## src/rtl/flash_pkg.sv

```systemverilog
// Shared JS28F640 command-set constants, status-register bit map and
// sequencer/bus-cycle types for the flash read/write blocks.
package flash_pkg;

  localparam logic [7:0] FL_CMD_PROGRAM = 8'h40;
  localparam logic [7:0] FL_CMD_ERASE   = 8'h20;
  localparam logic [7:0] FL_CMD_CONFIRM = 8'hD0;
  localparam logic [7:0] FL_CMD_CLRSR   = 8'h50;
  localparam logic [7:0] FL_CMD_RDARR   = 8'hFF;

  localparam int SR_READY     = 7;
  localparam int SR_ERASE_ERR = 5;
  localparam int SR_PROG_ERR  = 4;
  localparam int SR_VPEN_ERR  = 3;
  localparam int SR_LOCK_ERR  = 1;

  typedef enum logic [2:0] {
    S_IDLE, S_CMD1, S_CMD2, S_POLL, S_CLRSR, S_RDARR, S_DONE
  } seq_state_e;

  typedef enum logic [2:0] {
    BC_IDLE, BC_SETUP, BC_ACTIVE, BC_HOLD, BC_RECOVER
  } bc_phase_e;

  typedef struct packed {
    logic        wr;
    logic [22:0] addr;
    logic [15:0] data;
  } bc_req_t;

  function automatic logic sr_failed(input logic [7:0] sr);
    return sr[SR_ERASE_ERR] | sr[SR_PROG_ERR] | sr[SR_VPEN_ERR] | sr[SR_LOCK_ERR];
  endfunction

  function automatic logic [15:0] cmd_word(input logic [7:0] c);
    return {8'h00, c};
  endfunction

endpackage

```

## src/rtl/flash_bus_cycle.sv

```systemverilog
// Single flash bus cycle engine: one write (SETUP/ACTIVE/HOLD/RECOVER) or
// read (SETUP/ACTIVE/RECOVER) per start; a new start is taken during RECOVER.
module flash_bus_cycle
  import flash_pkg::*;
#(
  parameter int WE_CYCLES = 3,
  parameter int RD_CYCLES = 3
) (
  input  logic        clk,
  input  logic        rst_n,
  input  logic        start_i,
  input  bc_req_t     req_i,
  output logic        done_o,
  output logic [7:0]  rdata_o,
  output logic [22:0] fl_addr_o,
  output logic [15:0] fl_data_o,
  output logic        fl_data_oe_o,
  input  logic [15:0] fl_data_i,
  output logic        fl_we_n_o,
  output logic        fl_oe_n_o,
  output logic        fl_ce_n_o
);

  localparam int MAXC = (WE_CYCLES > RD_CYCLES) ? WE_CYCLES : RD_CYCLES;
  localparam int CW   = (MAXC > 1) ? $clog2(MAXC) : 1;
  localparam logic [CW-1:0] WE_LAST = CW'(WE_CYCLES - 1);
  localparam logic [CW-1:0] RD_LAST = CW'(RD_CYCLES - 1);

  bc_phase_e   ph_q;
  logic        wr_q;
  logic [CW-1:0] cnt_q;
  logic [7:0]  rdata_q;
  logic [22:0] addr_q;
  logic [15:0] data_q;
  logic        doe_q, we_n_q, oe_n_q, ce_n_q;

  // Only the status byte matters; the upper data lanes are don't-care here.
  logic unused_hi;
  assign unused_hi = ^fl_data_i[15:8];

  always_ff @(posedge clk or negedge rst_n) begin
    if (!rst_n) begin
      ph_q    <= BC_IDLE;
      wr_q    <= 1'b0;
      cnt_q   <= '0;
      rdata_q <= '0;
      addr_q  <= '0;
      data_q  <= '0;
      doe_q   <= 1'b0;
      we_n_q  <= 1'b1;
      oe_n_q  <= 1'b1;
      ce_n_q  <= 1'b1;
    end else begin
      case (ph_q)
        BC_SETUP: begin
          ph_q   <= BC_ACTIVE;
          cnt_q  <= '0;
          we_n_q <= !wr_q;
          oe_n_q <= wr_q;
        end
        BC_ACTIVE: begin
          if (cnt_q == (wr_q ? WE_LAST : RD_LAST)) begin
            if (wr_q) begin
              ph_q   <= BC_HOLD;
              we_n_q <= 1'b1;
            end else begin
              ph_q    <= BC_RECOVER;
              oe_n_q  <= 1'b1;
              ce_n_q  <= 1'b1;
              rdata_q <= fl_data_i[7:0];
            end
          end else begin
            cnt_q <= cnt_q + 1'b1;
          end
        end
        BC_HOLD: begin
          ph_q   <= BC_RECOVER;
          ce_n_q <= 1'b1;
          doe_q  <= 1'b0;
        end
        default: begin
          // IDLE and RECOVER: strobes are already released, so back-to-back
          // cycles chain without a dead clock.
          if (start_i) begin
            ph_q   <= BC_SETUP;
            wr_q   <= req_i.wr;
            addr_q <= req_i.addr;
            data_q <= req_i.data;
            doe_q  <= req_i.wr;
            ce_n_q <= 1'b0;
          end else begin
            ph_q <= BC_IDLE;
          end
        end
      endcase
    end
  end

  assign done_o       = (ph_q == BC_RECOVER);
  assign rdata_o      = rdata_q;
  assign fl_addr_o    = addr_q;
  assign fl_data_o    = data_q;
  assign fl_data_oe_o = doe_q;
  assign fl_we_n_o    = we_n_q;
  assign fl_oe_n_o    = oe_n_q;
  assign fl_ce_n_o    = ce_n_q;

endmodule

```

## src/rtl/flash_writer.sv

```systemverilog
// JS28F640 program/erase sequencer: command writes, status polling, clear
// status and read-array restore. Define FLASH_WRITER_TIMEOUT_EN to bound polling.
module flash_writer
  import flash_pkg::*;
#(
  parameter int WE_CYCLES  = 3,
  parameter int RD_CYCLES  = 3,
  parameter int POLL_LIMIT = 2500000
) (
  input  logic        clk,
  input  logic        rst_n,
  input  logic        cmd_valid_i,
  input  logic        cmd_op_i,
  input  logic [22:0] cmd_addr_i,
  input  logic [15:0] cmd_data_i,
  output logic        busy_o,
  output logic        done_o,
  output logic        error_o,
  output logic [7:0]  status_o,
  output logic [22:0] flAddr_o,
  output logic [15:0] flData_o,
  output logic        flDataOe_o,
  input  logic [15:0] flData_i,
  output logic        flWE_o,
  output logic        flOE_o,
  output logic        flCE_o,
  output logic        flRst_o,
  output logic        flByte_o,
  output logic        flVpen_o
);

  seq_state_e  state_q;
  logic        op_q;
  logic [22:0] addr_q;
  logic [15:0] data_q;
  logic        busy_q, done_q, error_q;
  logic [7:0]  status_q;

  bc_req_t     req;
  logic        bc_start, bc_done;
  logic [7:0]  bc_rdata;
  logic        sr_ready, poll_abort, poll_exit;

  assign sr_ready  = bc_rdata[SR_READY];
  assign poll_exit = sr_ready | poll_abort;

`ifdef FLASH_WRITER_TIMEOUT_EN
  localparam int PW = $clog2(POLL_LIMIT + 1);
  logic [PW-1:0] poll_cnt_q;

  // Counts completed status reads; the abort fires on the read that reaches the limit.
  assign poll_abort = (poll_cnt_q == PW'(POLL_LIMIT - 1));

  always_ff @(posedge clk or negedge rst_n) begin
    if (!rst_n)                 poll_cnt_q <= '0;
    else if (state_q != S_POLL) poll_cnt_q <= '0;
    else if (bc_done)           poll_cnt_q <= poll_cnt_q + 1'b1;
  end
`else
  localparam int unused_poll_limit = POLL_LIMIT;
  assign poll_abort = 1'b0;
`endif

  // Next bus cycle is launched in the same clock the current one reports done.
  always_comb begin
    bc_start = 1'b0;
    req.wr   = 1'b1;
    req.addr = addr_q;
    req.data = data_q;
    case (state_q)
      S_IDLE: begin
        bc_start = cmd_valid_i;
        req.addr = cmd_addr_i & ~23'h1;
        req.data = cmd_word(cmd_op_i ? FL_CMD_ERASE : FL_CMD_PROGRAM);
      end
      S_CMD1: begin
        bc_start = bc_done;
        req.data = op_q ? cmd_word(FL_CMD_CONFIRM) : data_q;
      end
      S_CMD2: begin
        bc_start = bc_done;
        req.wr   = 1'b0;
      end
      S_POLL: begin
        bc_start = bc_done;
        if (poll_exit) req.data = cmd_word(FL_CMD_CLRSR);
        else           req.wr   = 1'b0;
      end
      S_CLRSR: begin
        bc_start = bc_done;
        req.data = cmd_word(FL_CMD_RDARR);
      end
      default: ;
    endcase
  end

  always_ff @(posedge clk or negedge rst_n) begin
    if (!rst_n) begin
      state_q  <= S_IDLE;
      op_q     <= 1'b0;
      addr_q   <= '0;
      data_q   <= '0;
      busy_q   <= 1'b0;
      done_q   <= 1'b0;
      error_q  <= 1'b0;
      status_q <= '0;
    end else begin
      done_q <= 1'b0;
      case (state_q)
        S_IDLE: if (cmd_valid_i) begin
          op_q    <= cmd_op_i;
          addr_q  <= cmd_addr_i & ~23'h1;
          data_q  <= cmd_data_i;
          error_q <= 1'b0;
          busy_q  <= 1'b1;
          state_q <= S_CMD1;
        end
        S_CMD1:  if (bc_done) state_q <= S_CMD2;
        S_CMD2:  if (bc_done) state_q <= S_POLL;
        S_POLL: if (bc_done && poll_exit) begin
          status_q <= bc_rdata;
          error_q  <= !sr_ready | sr_failed(bc_rdata);
          state_q  <= S_CLRSR;
        end
        S_CLRSR: if (bc_done) state_q <= S_RDARR;
        S_RDARR: if (bc_done) begin
          state_q <= S_DONE;
          done_q  <= 1'b1;
        end
        default: begin
          state_q <= S_IDLE;
          busy_q  <= 1'b0;
        end
      endcase
    end
  end

  flash_bus_cycle #(
    .WE_CYCLES(WE_CYCLES),
    .RD_CYCLES(RD_CYCLES)
  ) u_bus (
    .clk          (clk),
    .rst_n        (rst_n),
    .start_i      (bc_start),
    .req_i        (req),
    .done_o       (bc_done),
    .rdata_o      (bc_rdata),
    .fl_addr_o    (flAddr_o),
    .fl_data_o    (flData_o),
    .fl_data_oe_o (flDataOe_o),
    .fl_data_i    (flData_i),
    .fl_we_n_o    (flWE_o),
    .fl_oe_n_o    (flOE_o),
    .fl_ce_n_o    (flCE_o)
  );

  assign busy_o   = busy_q;
  assign done_o   = done_q;
  assign error_o  = error_q;
  assign status_o = status_q;
  assign flVpen_o = busy_q;
  assign flRst_o  = 1'b1;
  assign flByte_o = 1'b1;

endmodule
```

## config.mk

```make
export PLATFORM = sky130hd
export DESIGN_NAME = flash_writer
export DESIGN_NICKNAME = d
export VERILOG_FILES = /design/src/rtl/flash_pkg.sv /design/src/rtl/flash_bus_cycle.sv /design/src/rtl/flash_writer.sv
export SDC_FILE = /design/constraint.sdc
export NUM_CORES = 1
export LEC_CHECK = 0
export BUFFER_PORTS_ARGS = -buffer_cell sky130_fd_sc_hd__buf_4
export CAP_MARGIN = 20
export CELL_PAD_IN_SITES_DETAIL_PLACEMENT = 0
export CELL_PAD_IN_SITES_GLOBAL_PLACEMENT = 1
export CORE_MARGIN = 5
export CORE_UTILIZATION = 42
export CTS_CLUSTER_SIZE = 12
export DETAILED_ROUTE_END_ITERATION = 10
export PLACE_DENSITY_LB_ADDON = 0.1
export SLEW_MARGIN = 5
export SYNTH_ARGS = -nofsm -noshare
export SYNTH_HDL_FRONTEND = slang
export SYNTH_SLANG_ARGS = --single-unit
```

## constraint.sdc

```tcl
create_clock -name clk -period 2.8 [get_ports clk]
set_clock_uncertainty 0.1 [all_clocks]
set_input_delay 0.42 -clock clk [delete_from_list [all_inputs] [get_ports clk]]
set_output_delay 0.42 -clock clk [all_outputs]
set_load 0.01 [all_outputs]
```

After elaboration in Yosys (flattened, before gate mapping)

Index checks and enable logic that the tools add are counted.

Register bits after elaboration: 110
Output and inout bits: 57

Add/sub/neg operators: 1
Equality and inequality tests: 20
Muxes and demuxes: 38
Bitwise gates (word level): 9
Reduce and logical (&&, ||, !) cells: 24

Operators by type and width:

| operator                                               | number |
|---|---|
| one-hot mux 16 bit (4 select lines)                    | 1 |
| 2-to-1 mux 16 bit                                      | 2 |
| 2-to-1 mux 3 bit                                       | 8 |
| 2-to-1 mux 23 bit                                      | 1 |
| one-hot mux 3 bit (6 select lines)                     | 1 |
| inequality test 2 bit (second input constant)          | 8 |
| one-hot mux 1 bit (2 select lines)                     | 7 |
| 2-to-1 mux 1 bit                                       | 13 |
| equality test 3 x 2 -> 1 bit (second input constant)   | 4 |
| AND reduction 2 bit                                    | 6 |
| AND reduction 3 bit                                    | 4 |
| equality test 3 bit (second input constant)            | 3 |
| one-hot mux 3 bit (3 select lines)                     | 1 |
| 2-to-1 mux 7 bit                                       | 1 |
| equality test 3 x 1 -> 1 bit (second input constant)   | 2 |
| AND reduction 6 bit                                    | 1 |
| nonzero test 2 bit                                     | 3 |
| inverter 1 bit                                         | 5 |
| OR reduction 5 bit                                     | 1 |
| inequality test 2 x 1 -> 1 bit (second input constant) | 2 |
| OR 1 bit                                               | 4 |
| one-hot mux 2 bit (2 select lines)                     | 1 |
| AND reduction 4 bit                                    | 1 |
| OR reduction 4 bit                                     | 1 |
| 10 further kinds                                       | 11 |

Depth between registers and ports, before layout

Word-level depth: 6
Mapped depth: 7
Mapped depth without buffers: 6

Cells and area by module

From an unflattened synthesis, not the netlist that was laid out.

Cells, all modules: 355
Area total of the unflattened synthesis: 4953.5 µm²

By module, submodules not included:

| module          | instances | cells each | area each (µm²) |
|---|---|---|---|
| flash_writer    | 1         | 196        | 2621.3 |
| flash_bus_cycle | 1         | 159        | 2332.2 |

Worst setup path after synthesis

OpenSTA, ideal clock, no wires.

Path type: reg2reg
Start: register state_q[2]
End: register u_bus.data_q[5], in the netlist u_bus.fl_data_o[5]
Library setup time: 127 ps
Arrival time: 1616 ps
Required time: 2573 ps
Slack: 956 ps
Cell stages (with the launch flop): 6
Path buffers: 2
Clock period less this slack: 1844 ps
Cell sequence: dfrtp_1 > buf_2 > or3_1 > a32oi_2 > buf_6 > mux2_1

Longest elaborated chain between the ends: 4
Elaborated cells on any way between the ends: 9
Those cells by class: eq/ne (4); mux (2); reduce/logical (3)

RTL lines:

| element                                           | line                  | RTL |
|---|---|---|
| from (decl)                                       | flash_writer.sv:32    | `seq_state_e state_q;` |
| from (signal assigned)                            | flash_writer.sv:99    | `state_q <= S_IDLE;` |
| from (signal assigned)                            | flash_writer.sv:116   | `state_q <= S_CMD1;` |
| from (signal assigned)                            | flash_writer.sv:118   | `S_CMD1: if (bc_done) state_q <= S_CMD2;` |
| equality test 3 bit, or another cell as far along | flash_writer.sv:70    | `case (state_q)` |
| OR reduction 4 bit (no source line)               | -                     |  |
| one-hot mux 1 bit (2 select lines)                | flash_writer.sv:70    |  |
| AND reduction 2 bit (no source line)              | -                     |  |
| to (signal assigned)                              | flash_bus_cycle.sv:88 | `data_q <= req_i.data;` |
| to (decl)                                         | flash_bus_cycle.sv:34 | `logic [15:0] data_q;` |

Several ways; a longest one is shown, not always the timed one.
A chain may end at the register's enable or synchronous reset.

Worst setup path after layout

Start: register state_q[1]
End: register status_q[1], in the netlist status_o[1]

Longest elaborated chain between the ends: 2

RTL lines:

| element                              | line                | RTL |
|---|---|---|
| equality test 3 x 2 -> 1 bit         | flash_writer.sv:109 | `case (state_q)` |
| AND reduction 2 bit (no source line) | -                   |  |
| to (signal assigned)                 | flash_writer.sv:121 | `status_q <= bc_rdata;` |
| to (decl)                            | flash_writer.sv:37  | `logic [7:0] status_q;` |

Every way passes these cells.

==> results.txt <==
----------------------------------------------------
[Run status]
  Result of the run ... finished, final reports clean

[Power]
  Internal power ... 4.55 mW
  Net Sw Frac ... 0.333
  Clock group share of total power ... 0.202
  Net load switching power ... 2.27 mW
  Part of the total power dissipated in sequential elements ... 0.415
  Final Power ... 6.82 mW
  Power share of the combinational group ... 0.384
  Power Dens Cells ... 1140 mW/mm^2
  Leakage power summed over all cells ... 2.76 nW
  Max IR drop VDD ... 434 uV

[Clock tree]
  Total number of clock tree sinks ... 109
  Root cell of the clock tree ... clkbuf_16
  TritonCTS clock tree ... done
  Clock H-tree levels ... 3
  Clock-pin slew of the registers on the worst-case setup and hold paths ... 0.07 ns
  Insertion delay of the later-clocked pin in the worst-skew pair ... 0.33 ns
  Cells resized by post-CTS repair ... 0
  Clock buffer count from CTS ... 9
  Maximum clock insertion buffer count ... 2

[STA]
  Worst slew margin relative to its limit ... 0.611
  Post-layout min period ... 2.24 ns
  RSZ-0062 raised after global routing ... no
  Final-report setup violation count ... 0
  Peak clock frequency supported by timing ... 446 MHz
  Final Hold Vio Count ... 0
  Setup_tns ... 0 ns
  Share of the cycle needed by the critical path after routing ... 0.802
  Final max-slew violation count ... 0
  Least-Margin Pin Slew ... 0.584 ns

[Floorplanning]
  Num ports ... 116
  Number of placement rows ... 38
  Effective utilization at floorplan ... 0.433
  Core Box Area ... 0.0109 mm^2
  Area of the die ... 0.0135 mm^2
  Height of the die ... 116 um
  X dimension of the die ... 116 um

[Drt]
  Post-DR vias/cell ... 5.00
  Drc violations ... 0
  Final ANT Viol Nets ... 0
  Wire length reported by the detailed router ... 9990 um
  Number of vias after detailed routing ... 3,224
  Routed wire length per instance ... 15.5 um
  DRT iter0 DRCs ... 224
  Pre-antenna DRT Iters ... 4

[Setup path]
  Crit path launch type ... flip-flop
  Highest fanout seen on the critical path ... 15
  Classification of the worst setup path ... flip-flop to flip-flop
  WP data required ... 2.92 ns
  Data arrival time of the worst path ... 2.36 ns
  Endpoint class of the critical path ... flip-flop
  Register-to-register setup slack ... 0.56 ns

[Global route]
  Initial antenna violation count ... 0
  Maximum number of pins on one net before global-route repair ... 73
  Met2 layer usage reported by global route ... 0.237
  Grt ovf ... 0
  Global route hottest layer ... met2
  Wire length of the first global-routing pass ... 16,400 um
  Met1 track demand over resource in global routing ... 0.219
  Met3 routing resource usage after global routing ... 0.0337
  Via count of the first global-routing pass ... 3,313
  Overall global routing resource usage ... 0.154

[Synthesis]
  Count of flip-flops with a built-in enable after synthesis ... 0
  FFs w/ async S/R, synth ... 1.00
  Number of unique standard cell types used by synthesis ... 50
  Register area share after synthesis ... 0.577
  Cell Area, Synth ... 0.00473 mm^2
  Synthesized area per cell ... 11.8 um^2
  Prevailing post-synth register cell ... dfrtp_1
  Flip-flop and latch count after synthesis ... 109
  Synth warn ... 0
  Cell count after synthesis ... 401

[Cells and area]
  Number of nets in the final layout ... 560
  Fraction of final layout cells sized beyond drive strength 1 ... 0.378
  Design area ... 0.00599 mm^2
  Finished Layout Cells ... 645
  Antenna fix cells ... 0
  Utilization of the core after routing ... 0.547
  Layout overhead on the synthesized area ... 26.5%
  Count of filler cells inserted in the layout ... 1,004
  Storage element area ... 0.00273 mm^2
  Area of the multi-input gates ... 0.00183 mm^2

[Placement]
  Detail Placement HPWL ... 6810 um
  Cell area after placement ... 0.00565 mm^2
  Placed cell count ... 628
  Number of port buffers ... 103
  Routability congestion estimate ... 0.752

[Run]
  Maximum Capacitance Violations ... 0

[Worst hold path]
  Worst min path class ... primary input to flip-flop

----------------------------------------------------
cell usage in the layout (no fill, tap or decap), drive strengths merged, types with 2 or more instances in the layout:
cell type / count
conb: 3
o41ai: 5
mux2: 51
buf: 114
dfstp: 3
inv: 10
a21boi: 5
a21oi: 7
nor3: 4
dfrtp: 106
a22oi: 2
nand2b: 6
nor2b: 6
o31ai: 2
clkbuf: 12
nor3b: 2
nand3: 6
nor2: 11
o21ai: 46
clkinv: 2
bufinv: 2
or2: 2
nand2: 52
mux2i: 23
nor4b: 2
path summary, 6_finish.rpt:
kind,startpoint,endpoint,depth (start not counted)
worst max-delay path,state_q[1]$_DFFE_PN0P_,status_o[1]$_DFFE_PN0P_,5
worst min-delay path,cmd_data_i[14],data_q[14]$_DFFE_PN0P_,3
min in group asynchronous,rst_n,u_bus.fl_addr_o[3]$_DFFE_PN0P_,2
worst max register to register,state_q[1]$_DFFE_PN0P_,status_o[1]$_DFFE_PN0P_,5
worst min register to register,status_o[7]$_DFFE_PN0P_,status_o[7]$_DFFE_PN0P_,1
max in group asynchronous,rst_n,u_bus.fl_oe_n_o$_DFFE_PN1P_,3
flip-flops by register name, summed over array words and instances (netlist names), 2 cells and up:
register and cells:
addr_q 22, data_q 16, state_q 3, status_o 8, u_bus.cnt_q 2, u_bus.fl_addr_o 22
u_bus.fl_data_o 16, u_bus.ph_q 3, u_bus.rdata_o 8
synthesized netlist by cell type (6+ instances only):
library cell,number,area share
dfrtp_1,106,0.56
nand2_1,52,0.041
mux2_2,50,0.12
o21ai_0,44,0.047
mux2i_1,23,0.049
buf_2,11,0.012
nor2_1,11,0.0087
inv_1,10,0.0079
a21oi_1,7,0.0074
buf_4,7,0.011
nand2b_1,6,0.0079
nand3_1,6,0.0063
nor2b_1,6,0.0079
worst max-delay path, stage by stage (launching register included):
cell	delay [ns]
dfrtp_1	0.54
buf_4	0.27
nand4b_2	0.32
nor4b_2	0.31
buf_4	0.24
mux2_2	0.35
power by group through the flow:
stage	logic [mW]	clock network [mW]	registers (mW)
2_1_floorplan	1.55	0	2.90
3_3_place_gp	2.61	0	2.82
3_5_place_dp	2.67	0	2.86
4_1_cts	2.68	1.42	2.83
5_1_grt	2.94	1.48	2.94
6_report	2.62	1.37	2.83
kinds of logic (layout without fill, tap and decap cells):
group	Yosys count	after routing	synth area share
buffers and inverters	38	141	0.0425
other	2	3	0.00159
flip-flops	109	109	0.577
adder cells (fa/ha/maj)	1	1	0.00264
AND/OR/NAND/NOR	96	96	0.101
AO/OA/AOI/OAI	81	81	0.105
multiplexers	74	74	0.170
layer usage:
metal  routed length (um)  share of wire
met1                 4730           0.47
met2                 4540           0.45
met3                  627          0.063
met5                    0              0
met4                   91         0.0091
per-stage QoR:
step | setup WS (ns) | hold slack, ns
global route | 0.399 | 0.187
CTS | 0.519 | 0.182
finish | 0.556 | 0.193
floorplan | 0.956 | 0.0244
global placement | 0.546 | 0.146
detailed placement | 0.534 | 0.148
layout make-up:
cell class / instances / share of cell area
Clock buffer: 12 / 0.0428
Clock inverter: 4 / 0.0117
Sequential cell: 109 / 0.456
Timing Repair Buffer: 115 / 0.149
Multi-Input combinational cell: 255 / 0.305
Inverter: 10 / 0.00627
Tap cell: 140 / 0.0293
what timing repair did:
action,4_1_cts,5_1_grt
setup buffers,0,0
endpoints found under the hold margin,6,0
hold buffers,1,0
No activity file was read; power rests on OpenSTA's default activity.
